`config.mk`:
```
export PLATFORM = sky130hd
export DESIGN_NAME = reg_scoreboard
export DESIGN_NICKNAME = d
export VERILOG_FILES = /design/src/rtl/reg_scoreboard.sv
export SDC_FILE = /design/constraint.sdc
export NUM_CORES = 1
export LEC_CHECK = 0
export BUFFER_PORTS_ARGS = -buffer_cell sky130_fd_sc_hd__buf_4
export CORE_MARGIN = 2
export CORE_UTILIZATION = 35
export DETAILED_ROUTE_END_ITERATION = 6
export GPL_ROUTABILITY_DRIVEN = 0
export PLACE_DENSITY = 0.52
export SYNTH_ARGS = -nofsm -noshare
export SYNTH_HDL_FRONTEND = slang
export SYNTH_SLANG_ARGS = --single-unit
```
`constraint.sdc`:
```
create_clock -name clk -period 5.85 [get_ports clk]
set_clock_uncertainty 0.05 [all_clocks]
set_input_delay 0.585 -clock clk [delete_from_list [all_inputs] [get_ports clk]]
set_output_delay 0.585 -clock clk [all_outputs]
set_load 0.02 [all_outputs]
```
`src/rtl/reg_scoreboard.sv`:
```
// Register scoreboard: per-register pending-write counters that detect
// decode read hazards, with same-cycle writeback bypass and a stall counter.
module reg_scoreboard #(
  parameter  int W_RN  = 3,
  parameter  int W_CNT = 2,
  localparam int NREG  = 2 ** W_RN
) (
  input  logic              clk,
  input  logic              rst,
  input  logic              set_v_i,
  input  logic [W_RN-1:0]   set_num_i,
  input  logic              clr_v_i,
  input  logic [W_RN-1:0]   clr_num_i,
  input  logic [W_RN-1:0]   r0_num_i,
  input  logic [W_RN-1:0]   r1_num_i,
  input  logic              r0_use_i,
  input  logic              r1_use_i,
  input  logic              flush_i,
  output logic              reserved_o,
  output logic              set_ack_o,
  output logic [NREG-1:0]   busy_o,
  output logic              err_o,
  output logic [15:0]       stall_cnt_o
);

  localparam logic [W_CNT-1:0] CMAX = '1;

  logic [W_CNT-1:0] cnt_q [NREG];
  logic [W_CNT-1:0] cnt_d [NREG];
  logic             err_q, err_d;
  logic [15:0]      stall_q, stall_d;

  logic             same_reg;
  logic [NREG-1:0]  inc_vec;
  logic [NREG-1:0]  dec_vec;
  logic [NREG-1:0]  eff_busy;
  logic             hz0, hz1;

  always_comb begin
    same_reg  = set_v_i & clr_v_i & (set_num_i == clr_num_i);
    // A full counter may still accept a set when the same register retires now.
    set_ack_o = set_v_i & ~flush_i & ((cnt_q[set_num_i] != CMAX) | same_reg);

    inc_vec  = '0;
    dec_vec  = '0;
    eff_busy = '0;
    busy_o   = '0;
    for (int n = 0; n < NREG; n++) begin
      cnt_d[n]    = cnt_q[n];
      inc_vec[n]  = set_ack_o & (set_num_i == W_RN'(n));
      dec_vec[n]  = clr_v_i & (clr_num_i == W_RN'(n));
      busy_o[n]   = (cnt_q[n] != '0);
      // The register file writes through, so the last retiring write is bypassed.
      eff_busy[n] = (cnt_q[n] != '0) & ~(dec_vec[n] & (cnt_q[n] == W_CNT'(1)));

      if (flush_i) begin
        cnt_d[n] = '0;
      end else if (inc_vec[n] && !dec_vec[n]) begin
        cnt_d[n] = cnt_q[n] + W_CNT'(1);
      end else if (dec_vec[n] && !inc_vec[n] && (cnt_q[n] != '0)) begin
        cnt_d[n] = cnt_q[n] - W_CNT'(1);
      end
    end

    hz0        = r0_use_i & eff_busy[r0_num_i];
    hz1        = r1_use_i & eff_busy[r1_num_i];
    reserved_o = (hz0 | hz1) & ~flush_i;

    // A flush discards the clear, so an underflowing clear under flush is not an error.
    err_d   = err_q | (~flush_i & clr_v_i & (cnt_q[clr_num_i] == '0));
    stall_d = (reserved_o && (stall_q != 16'hFFFF)) ? stall_q + 16'd1 : stall_q;
  end

  // NOTE: the counter array is small control state and must be cleared on reset,
  // unlike data memories; a loop in the reset branch keeps it flop-based.
  always_ff @(posedge clk or negedge rst) begin
    if (!rst) begin
      for (int n = 0; n < NREG; n++) cnt_q[n] <= '0;
      err_q   <= 1'b0;
      stall_q <= 16'd0;
    end else begin
      cnt_q   <= cnt_d;
      err_q   <= err_d;
      stall_q <= stall_d;
    end
  end

  assign err_o       = err_q;
  assign stall_cnt_o = stall_q;

endmodule

```
## Word level (Yosys, flattened, before mapping)

Cells that the tools add are included.

- Word-level logic and storage cells: 205
- Register bits: 33
- Input port bits: 19

- Add/sub/neg operators: 17
- Order comparisons: 4
- Equality and inequality tests: 25
- Bitwise gates (word level): 55
- Reduce and logical (&&, ||, !) cells: 60
- Mux-type cells: 34

Operators by type and width:

| operator | number |
|---|---|
| 2-bit two-way mux | 28 |
| 1-bit AND | 41 |
| 1-bit logical AND | 25 |
| 3-bit equality test, second input constant | 8 |
| 3-bit nonzero test | 8 |
| 16-bit by 1-bit adder with 16-bit output, second input constant | 1 |
| 2-bit by 1-bit adder with 2-bit output, second input constant | 8 |
| 2-bit by 1-bit equality test with 1-bit output, second input constant | 8 |
| 1-bit zero test | 16 |
| 16-bit != test, second input constant | 1 |
| 2-bit nonzero test | 8 |
| 2-bit by 1-bit subtractor with 2-bit output, second input constant | 8 |
| 2-bit binary-select mux with 3-bit select | 2 |
| 3-bit by 2-bit equality test with 1-bit output, second input constant | 4 |
| 1-bit NOT | 9 |
| 4-bit >= comparator, second input constant | 2 |
| 3-bit by 4-bit < comparator with 1-bit output, second input constant | 2 |
| 3-bit NOT with 4-bit output | 2 |
| 1-bit binary-select mux with 3-bit select | 2 |
| 3-bit by 1-bit equality test with 1-bit output, second input constant | 2 |
| 3-bit zero test | 2 |
| 3-bit equality test | 1 |
| 1-bit OR | 3 |
| 2-bit zero test | 1 |
| 2 further kinds | 3 |

## Depth between registers and ports, before layout

Gate-level depths: netlist of run 1.

- Depth after elaboration: 14
- Mapped depth: 10

## Worst setup path after synthesis of run 1

No wires, ideal clock.

- Path type: input to output
- Start point: input clr_num_i[2]
- End point: output reserved_o
- Path buffers: 2
- Stages on the path: 8
- Arrival: 2125 ps
- Path slack: 3090 ps
- Cell sequence: buf_2 nand4_4 o21a_1 a22o_1 a22o_1 o211ai_4 buf_4 a21oi_1

- Cells in the longest elaborated chain, start to end: 10

RTL lines:

| item | line | source |
|---|---|---|
| from (decl) | 13 | `input logic [W_RN-1:0] clr_num_i,` |
| 3-bit by 1-bit equality test with 1-bit output, or another cell as far along | 51 | `dec_vec[n] = clr_v_i & (clr_num_i == W_RN'(n));` |
| 1-bit AND | 51 |  |
| 1-bit AND | 54 | `eff_busy[n] = (cnt_q[n] != '0) & ~(dec_vec[n] & (cnt_q[n] == W_CNT'(1)));` |
| 1-bit NOT | 54 |  |
| 1-bit AND | 54 |  |
| 1-bit binary-select mux with 3-bit select (on tied branches) | 65, 66 |  |
| 1-bit two-way mux (on tied branches) | 65, 66 |  |
| 1-bit AND (on tied branches) | 65, 66 |  |
| 1-bit OR * | 67 | `reserved_o = (hz0 \| hz1) & ~flush_i;` |
| 1-bit AND * | 67 |  |
| to (decl) | 19 | `output logic reserved_o,` |

Mark *: on every way between the ends. The rest lies on a longest branch, timed or not. The select of a mux whose other input is x is not followed.

## Final worst setup path of run 1

- Start point: register cnt_q[1] in the netlist's numbering
- End point: output reserved_o

- Cells in the longest elaborated chain, start to end: 9

RTL lines:

| item | line | source |
|---|---|---|
| from (decl) | 28 | `logic [W_CNT-1:0] cnt_q [NREG];` |
| from (signal assigned) | 82 | `cnt_q <= cnt_d;` |
| 2-bit by 1-bit equality test with 1-bit output | 54 |  |
| 1-bit AND | 54 |  |
| 1-bit NOT | 54 |  |
| 1-bit AND * | 54 |  |
| 1-bit binary-select mux with 3-bit select (on tied branches) | 65, 66 |  |
| 1-bit two-way mux (on tied branches) | 65, 66 |  |
| 1-bit AND (on tied branches) | 65, 66 |  |
| 1-bit OR * | 67 |  |
| 1-bit AND * | 67 |  |

Marks and branches as above.

==> flow_summary.toml, run 1 <==
[outcome]
status = "complete, no violations"

[setup_path]
path_class = "reg2out"
crit-reg2reg-capture = "stall_cnt_o[14]$_DFFE_PN0P_"
cp_cell_sequence = "inv_1, ha_1, inv_1, o21a_1, a22o_1, a22o_1, o211ai_4, a21oi_1, buf_4"
worstPathArrival_ns = 2.49
reg2reg_slack_ns = 3.34
r2r_start = "cnt_q[1]$_DFFE_PN0P_"
cp_slowest_cell = "dfrtp_1"
cp_data_required_time_ns = 5.22
worst-path-buf-inv = 3
cpPeakStageDelay_ns = 0.42
cp-start-kind = "flop"
reg2reg_depth = 9
path_delay_family = "compound AO/OA/AOI/OAI gates"
path_max_fanout = 16
cp-end-kind = "output port"

[die]
dieHeight_um = 91.9
ioPinCount = 46
std_cell_rows = 32
initial_core_util_pct = 35.5
design.core.area_sq_mm = 0.00761
die_area_sq_mm = 0.00844
die_x_um = 91.9

[yosys]
synth_cell_type_count = 49
ys_seq_area_share_pct = 30.6
ys_seq_elements = 33
postSynthCellCount = 311
synth_area_sq_mm = 0.00270
async_flop_share_pct = 100
synth.top_cell.area_share_pct = 30.6
synth_nets = 347
synth_edf_count = 0
synth_ff_type = "dfrtp_1"
yosys.area.top_type = "dfrtp_1"
avgSynthCellArea_sq_um = 8.69
yosys-top-cells-area = "dfrtp_1, ha_1, nor2_1"
yosys_warnings = 0

[clock_network]
clk_latency_ns = 0.29
postCtsHoldBufs = 0
cts_setup_buffers = 0
numCtsBuffers = 5
cts.clk_slew.worst_paths_ns = 0.07
cts-resized-gates = 0
clock_tree.root_cell = "clkbuf_8"
h-tree-depth = 2
clock_sinks = 33
clockBufferDepth = 2
cts_tree = "built"

[placed_design]
port_buffers = 45
post-dp-hpwl_mm = 5.25

[global_route]
grt_pass1_wl_mm = 11.5
grt_pass1_vias = 2249
overflow = 0
antenna_found_initial = 0
grtUsageTotal_pct = 17.1
grt_max_degree = 34

[layout]
mostFrequentLayoutCell = "buf_4"
layout_common_cells = "buf_4, nor2_1, dfrtp_1"
drive_gt1_share_pct = 19.0
nets = 388
areaGrowthSynthToFinish_pct = 18.8
fin_util_pct = 42.2
diodes = 0

[worst_hold_path]
holdCritPathClass = "in2async"

[route]
routed_wl_mm = 6.77
drt_pass1_iterations = 4
drtIter0Drc = 143
via_per_inst = 5.17
ant_nets = 0
drc = 0
num_vias = 2354
wl_per_cell_um = 14.9

[timing]
finalSetupViolations = 0
fin_setup_tns_ns = 0
hold_viol = 0
finalCritPeriodShare_pct = 53.4
relSlewSlack_pct = 49.2
max_freq_mhz = 320
drv_slew = 0
rsz0062_at_grt = "no"
min_period_ns = 3.12
worstMarginPinSlew_ns = 0.754

[power_and_ir_drop]
power_density_mw_per_mm2 = 231
power_uw = 741
p_leak_uw = 0.00137
irDropWorstVdd_v = 0.0000847

[job]
cap_violations = 0
## sequential cells by signal (all words and copies together) (netlist names)
name,flops
cnt_q,16
err_o,1
stall_cnt_o,16
## synthesized netlist by cell type (all sizes together), types with 3 or more instances
| library cell | count |
|---|---|
| nand3 | 18 |
| dfrtp | 33 |
| a22o | 4 |
| a311oi | 3 |
| o21ai | 9 |
| nor2 | 40 |
| nor4 | 4 |
| mux2 | 4 |
| a21oi | 10 |
| nor2b | 5 |
| inv | 32 |
| xnor2 | 9 |
| a41oi | 3 |
| a2111oi | 3 |
| a211o | 4 |
| xor2 | 14 |
| buf | 9 |
| nand2 | 28 |
| ha | 17 |
| nand4 | 5 |
| mux4 | 3 |
| mux2i | 10 |
| nor3 | 8 |
| a211oi | 14 |
## worst max-delay path by stage
stage | to | from | slack (ns) | cells past startpoint
after detailed placement | reserved_o | clr_num_i[1] | 2.87 | 8
after global placement | reserved_o | clr_num_i[1] | 2.91 | 8
after global routing | reserved_o | cnt_q[1]$_DFFE_PN0P_ | 2.56 | 9
after floorplan | reserved_o | clr_num_i[2] | 3.09 | 8
final | reserved_o | cnt_q[1]$_DFFE_PN0P_ | 2.73 | 9
after CTS | reserved_o | cnt_q[1]$_DFFE_PN0P_ | 2.72 | 9
## where the power goes
| part | switching, uW | internal (uW) |
|---|---|---|
| logic | 130 | 93.2 |
| clock network | 92.7 | 139 |
| registers | 34.8 | 251 |
| total | 258 | 483 |
## layout make-up
cell class / instances / area [sq um]
Clock inverter: 1 / 30.0
Tap cell: 102 / 128
Fill cell: 801 / 4400
Sequential cell: 33 / 826
Multi-Input combinational cell: 235 / 1680
Timing Repair Buffer: 45 / 338
Clock buffer: 7 / 86.3
Inverter: 32 / 120
## worst register-to-register path: cells and delay by family (launching register included)
family / cells / cell delay [ns]
buf+inv: 2 / 0.21
flops: 1 / 0.42
fa+ha+maj: 1 / 0.21
mux: 1 / 0.33
compound gates: 5 / 1.19
## routing by layer
metal	track usage [%]	wire, um	part of all wire (%)
met5	0	0	0
met4	5.10	104	1.5
met3	3.04	266	3.9
met2	26.0	3040	45
met1	24.9	3360	50
## kinds of logic (layout without fill, tap and decap cells)
kind of cell	Yosys count	in the layout	synth area share, %
adder cells (fa/ha/maj)	17	17	7.87
buffers and inverters	43	85	7.13
AND/OR/NAND/NOR	116	116	20.6
XOR/XNOR	23	23	7.45
flip-flops	33	33	30.6
AO/OA/AOI/OAI	62	62	18.5
multiplexers	17	17	7.87
## metrics by stage
step           cell area [sq um]  instances  setup slack, ns  hold WS (ns)
6_report                    3210        455             2.73         0.188
5_1_grt                     3210        455             2.56         0.227
4_1_cts                     3210        455             2.72         0.211
3_5_place_dp                3100        447             2.87         0.425
3_3_place_gp                3100        447             2.91         0.414
2_1_floorplan               2700        311             3.09         0.239
Note: power is estimated with default switching activity, not from simulation.
==> run 2: changes to the inputs <==
clock period = 2.9 ns   (was 5.85 ns; I/O delays follow)
==> run 2 against run 1 <==
Net effect:
- critical path type unchanged
- critical endpoint unchanged
- highest routed layer unchanged
- worst hold slack better by 0.11 ns
- utilization up 0.23 points
- largest power group unchanged
- sequential power up 100%
- worst setup slack worse by 2.6 ns
- sequential share of layout area down 0.14 points
- non-clock buffer count up 2
==> flow_summary.toml, run 2 (synthesis results as in run 1) <==
[setup_path]
path_max_fanout = 16
cpPeakStageDelay_ns = 0.42
cp_slowest_cell = "dfrtp_1"
path_class = "reg2out"
cp-end-kind = "output port"
cp_cell_sequence = "inv_1, ha_1, inv_1, o21a_1, a22o_1, a22o_1, o211ai_4, a21oi_1, buf_4"
cp-start-kind = "flop"
reg2reg_depth = 9
cp_data_required_time_ns = 2.56
worstPathArrival_ns = 2.44

[route]
routed_wl_mm = 7.06
via_per_inst = 5.12
wl_met2_mm = 3.31
drt_pass1_iterations = 4
ant_nets = 0
wl_per_cell_um = 15.4
maxUsedRoutingLayer = "met4"
num_vias = 2341
met1Wirelength_mm = 3.31
drc = 0
drtIter0Drc = 56
route.met3.wl_um = 306

[worst_hold_path]
holdCritPathClass = "in2reg"
hold_path_depth = 2

[power_and_ir_drop]
power_density_mw_per_mm2 = 465
power_frac_comb_pct = 30.2
p_sw_uw = 525
p_leak_uw = 0.00138
irDropWorstVdd_v = 0.000268
pwr-share-clk_pct = 31.4
pwr-share-seq_pct = 38.3
intPower_uw = 975
switching_share_pct = 35.0

[layout]
drive_gt1_share_pct = 19.2
final_cell_area_sq_mm = 0.00323
diodes = 0
layout_common_cells = "buf_4, nor2_1, dfrtp_1"
mostFrequentLayoutCell = "buf_4"
nets = 390
areaGrowthSynthToFinish_pct = 19.5

[clock_network]
clockBufferDepth = 2
cts_tree = "built"
cts_setup_buffers = 0
cts.clk_slew.worst_paths_ns = 0.08
clock_tree.root_cell = "clkbuf_8"
h-tree-depth = 2
clk_latency_ns = 0.30
clock_sinks = 33
numCtsBuffers = 5

[timing]
finalSetupViolations = 0
worstMarginPinSlew_ns = 0.699
max_freq_mhz = 360
hold_viol = 0
relSlewSlack_pct = 53.0
drv_slew = 0
rsz0062_at_grt = "no"
min_period_ns = 2.78
finalCritPeriodShare_pct = 95.7
fin_setup_tns_ns = 0

[global_route]
antenna_found_initial = 0
grt_pass1_wl_mm = 11.8
grt_max_degree = 34
overflow = 0
grt_pass1_vias = 2325
grtUsageTotal_pct = 17.6

[die]
die_area_sq_mm = 0.00844
die_x_um = 91.9
dieHeight_um = 91.9
design.core.area_sq_mm = 0.00761
std_cell_rows = 32
ioPinCount = 46
initial_core_util_pct = 35.5

[outcome]
status = "complete, no violations"

[placed_design]
post-dp-hpwl_mm = 5.26
port_buffers = 45
placedInstanceArea_sq_mm = 0.00310

[job]
cap_violations = 0
## run 2: metrics by stage
step	util [%]	hold WS [ns]	total power, uW	cells	setup slack (ns)
2_1_floorplan	-	-0.0556	864	311	0.590
3_3_place_gp	40.8	0.240	1040	448	0.491
3_5_place_dp	40.8	0.240	1040	448	0.428
4_1_cts	42.5	0.290	1520	457	0.108
5_1_grt	42.5	0.301	1590	457	0.00295
6_report	42.5	0.295	1500	457	0.123
## run 2: path summary, 6_finish.rpt
path                                       from  slack (ns)                     endpoint
hold reg to reg                 err_o$_DFF_PN0_        0.44              err_o$_DFF_PN0_
setup / recovery           cnt_q[1]$_DFFE_PN0P_        0.12                   reserved_o
setup reg to reg           cnt_q[1]$_DFFE_PN0P_        0.41  stall_cnt_o[12]$_DFFE_PN0P_
max in group asynchronous                   rst        2.02   stall_cnt_o[8]$_DFFE_PN0P_
hold / removal                          clr_v_i        0.30              err_o$_DFF_PN0_
min in group asynchronous                   rst        0.45         cnt_q[2]$_DFFE_PN0P_
## run 2: cell type report
| cell class | instances | area [sq um] |
|---|---|---|
| clock buffers | 7 | 86.3 |
| well taps | 102 | 128 |
| flip-flops and latches | 33 | 826 |
| clock inverters | 1 | 30.0 |
| multi-input cells | 235 | 1680 |
| repair buffers | 47 | 355 |
| fillers | 771 | 4380 |
| inverters | 32 | 120 |
## run 2: power by group through the flow
stage	clock network, uW	registers [uW]	logic, uW
floorplan	0	607	257
CTS	486	575	458
global route	504	585	505
finish	471	575	454
detailed placement	0	584	454
global placement	0	583	453
## run 2: layer usage
metal | vias to the layer above | track usage, %
met4 | 0 | 5.60
met5 | - | 0
met2 | 52 | 28.6
met3 | 12 | 3.45
li1 | 1193 | -
met1 | 1084 | 23.6
## run 2: worst max-delay path, delay by kind of cell, from the launching register on
family                   cells  cell delay [ns]
adder cells (fa/ha/maj)      1             0.22
flip-flops                   1             0.42
buffers and inverters        3             0.36
AO/OA/AOI/OAI                5             1.14
## run 2: timing repair
action,4_1_cts,5_1_grt
resized for setup,0,0
hold endpoints to repair,33,0
hold buffers,1,0
==> run 3: changes to the inputs <==
CAP_MARGIN = 20   (was default)
CORE_UTILIZATION = 41   (was 35)
PLACE_DENSITY = 0.59   (was 0.52)
SKIP_LAST_GASP = 1   (was default)
==> run 3 against run 2 <==
Net effect:
- via count grew 1.3%
- register-to-register slack improved by 0.03 ns
- clock-buffer cell count down 2
- critical path depth is the same
- largest cell class unchanged
- highest routed layer unchanged
==> flow_summary.toml, run 3 (synthesis results as in run 1) <==
[power_and_ir_drop]
power_uw = 1380
p_leak_uw = 0.00137
power_density_mw_per_mm2 = 437
irDropWorstVdd_v = 0.000279

[clock_network]
clk_latency_ns = 0.29
numCtsBuffers = 5
clock_tree.root_cell = "clkbuf_8"
cts.clk_slew.worst_paths_ns = 0.07
cts_tree = "built"
clock_sinks = 33
h-tree-depth = 2
clockBufferDepth = 2

[setup_path]
cp_data_required_time_ns = 2.56
path_class = "reg2out"
cp_slowest_cell = "dfrtp_1"
cp-end-kind = "output port"
path_max_fanout = 16
path_delay_family = "compound AO/OA/AOI/OAI gates"
cp-start-kind = "flop"
cpPeakStageDelay_ns = 0.41
cp_cell_sequence = "inv_1, ha_1, inv_1, o21a_1, a22o_1, a22o_1, o211ai_4, a21oi_1, buf_4"
worst-path-buf-inv = 3
worstPathArrival_ns = 2.40

[layout]
drive_gt1_share_pct = 19.4
areaGrowthSynthToFinish_pct = 17.2
fin_util_pct = 49.9
mostFrequentLayoutCell = "buf_4"
nets = 390
layout_common_cells = "buf_4, nor2_1, dfrtp_1"
nFillCells = 628
diodes = 0

[route]
num_vias = 2371
routed_wl_mm = 6.62
wl_per_cell_um = 15.3
drc = 0
drt_pass1_iterations = 4
via_per_inst = 5.49
drtIter0Drc = 129
ant_nets = 0

[die]
dieHeight_um = 85.2
std_cell_rows = 29
die_area_sq_mm = 0.00726
ioPinCount = 46
design.core.area_sq_mm = 0.00635
die_x_um = 85.2
initial_core_util_pct = 42.6

[job]
cap_violations = 0

[placed_design]
port_buffers = 45
post-dp-hpwl_mm = 5.10
pre_cts_slack_ns = 0.469

[timing]
fin_setup_tns_ns = 0
drv_slew = 0
worstMarginPinSlew_ns = 0.653
min_period_ns = 2.74
max_freq_mhz = 365
rsz0062_at_grt = "no"
whs_ns = 0.275
layout_setup_ws_ns = 0.158
finalCritPeriodShare_pct = 94.5
finalSetupViolations = 0
relSlewSlack_pct = 56.0
hold_viol = 0

[global_route]
overflow = 0
grt_pass1_vias = 2314
grt_max_degree = 34
antenna_found_initial = 0
grtUsageTotal_pct = 18.8
grt_pass1_wl_mm = 11.0

[worst_hold_path]
holdCritPathClass = "in2reg"

[outcome]
status = "complete, no violations"
[run 3: cell count changes in the layout (fill, tap and decap cells not counted)]
cell and change:
clkbuf_1 -1, clkbuf_8 -1, clkinvlp_4 +1, bufinv_16 -1
clkinv_2 +2
[run 3: area by class of cell]
type | instances | area, sq um | area share [%]
well taps | 77 | 96.3 | 3.04
clock inverters | 3 | 17.5 | 0.553
multi-input cells | 235 | 1680 | 53.2
repair buffers | 47 | 355 | 11.2
inverters | 32 | 120 | 3.79
flip-flops and latches | 33 | 826 | 26.1
clock buffers | 5 | 68.8 | 2.17
[run 3: per-stage QoR]
step	instances	cell area [sq um]
2_1_floorplan	311	2700
5_1_grt	432	3170
3_3_place_gp	423	3070
3_5_place_dp	423	3070
4_1_cts	432	3170
6_report	432	3170
[run 3: power by group]
part	total [uW]	switching [uW]	internal [uW]
Sequential	574	68.2	506
Clock	358	192	166
Combinational	452	263	189
Total	1380	522	861
[run 3: path summary, 6_finish.rpt]
path / start / cells past startpoint / slack, ns / endpoint
worst max-delay path: cnt_q[1]$_DFFE_PN0P_ / 9 / 0.16 / reserved_o
worst min-delay path: flush_i / 2 / 0.28 / cnt_q[5]$_DFFE_PN0P_
worst max register to register: cnt_q[1]$_DFFE_PN0P_ / 9 / 0.44 / stall_cnt_o[14]$_DFFE_PN0P_
worst min register to register: err_o$_DFF_PN0_ / 1 / 0.43 / err_o$_DFF_PN0_
max in group asynchronous: rst / 2 / 2.05 / cnt_q[15]$_DFFE_PN0P_
min in group asynchronous: rst / 2 / 0.44 / stall_cnt_o[11]$_DFFE_PN0P_
[run 3: routing by layer]
layer	GRT usage, %	up-vias	wire [um]
li1	-	1190	-
met1	23.9	1125	3080
met2	32.5	45	3210
met3	3.02	11	224
met4	6.64	0	107
met5	0	-	0
[run 3: repair_timing]
item | CTS | global route
resized for setup | 0 | 0
buffers inserted | 0 | 0
hold buffers | 1 | 0
hold endpoints to repair | 33 | 0
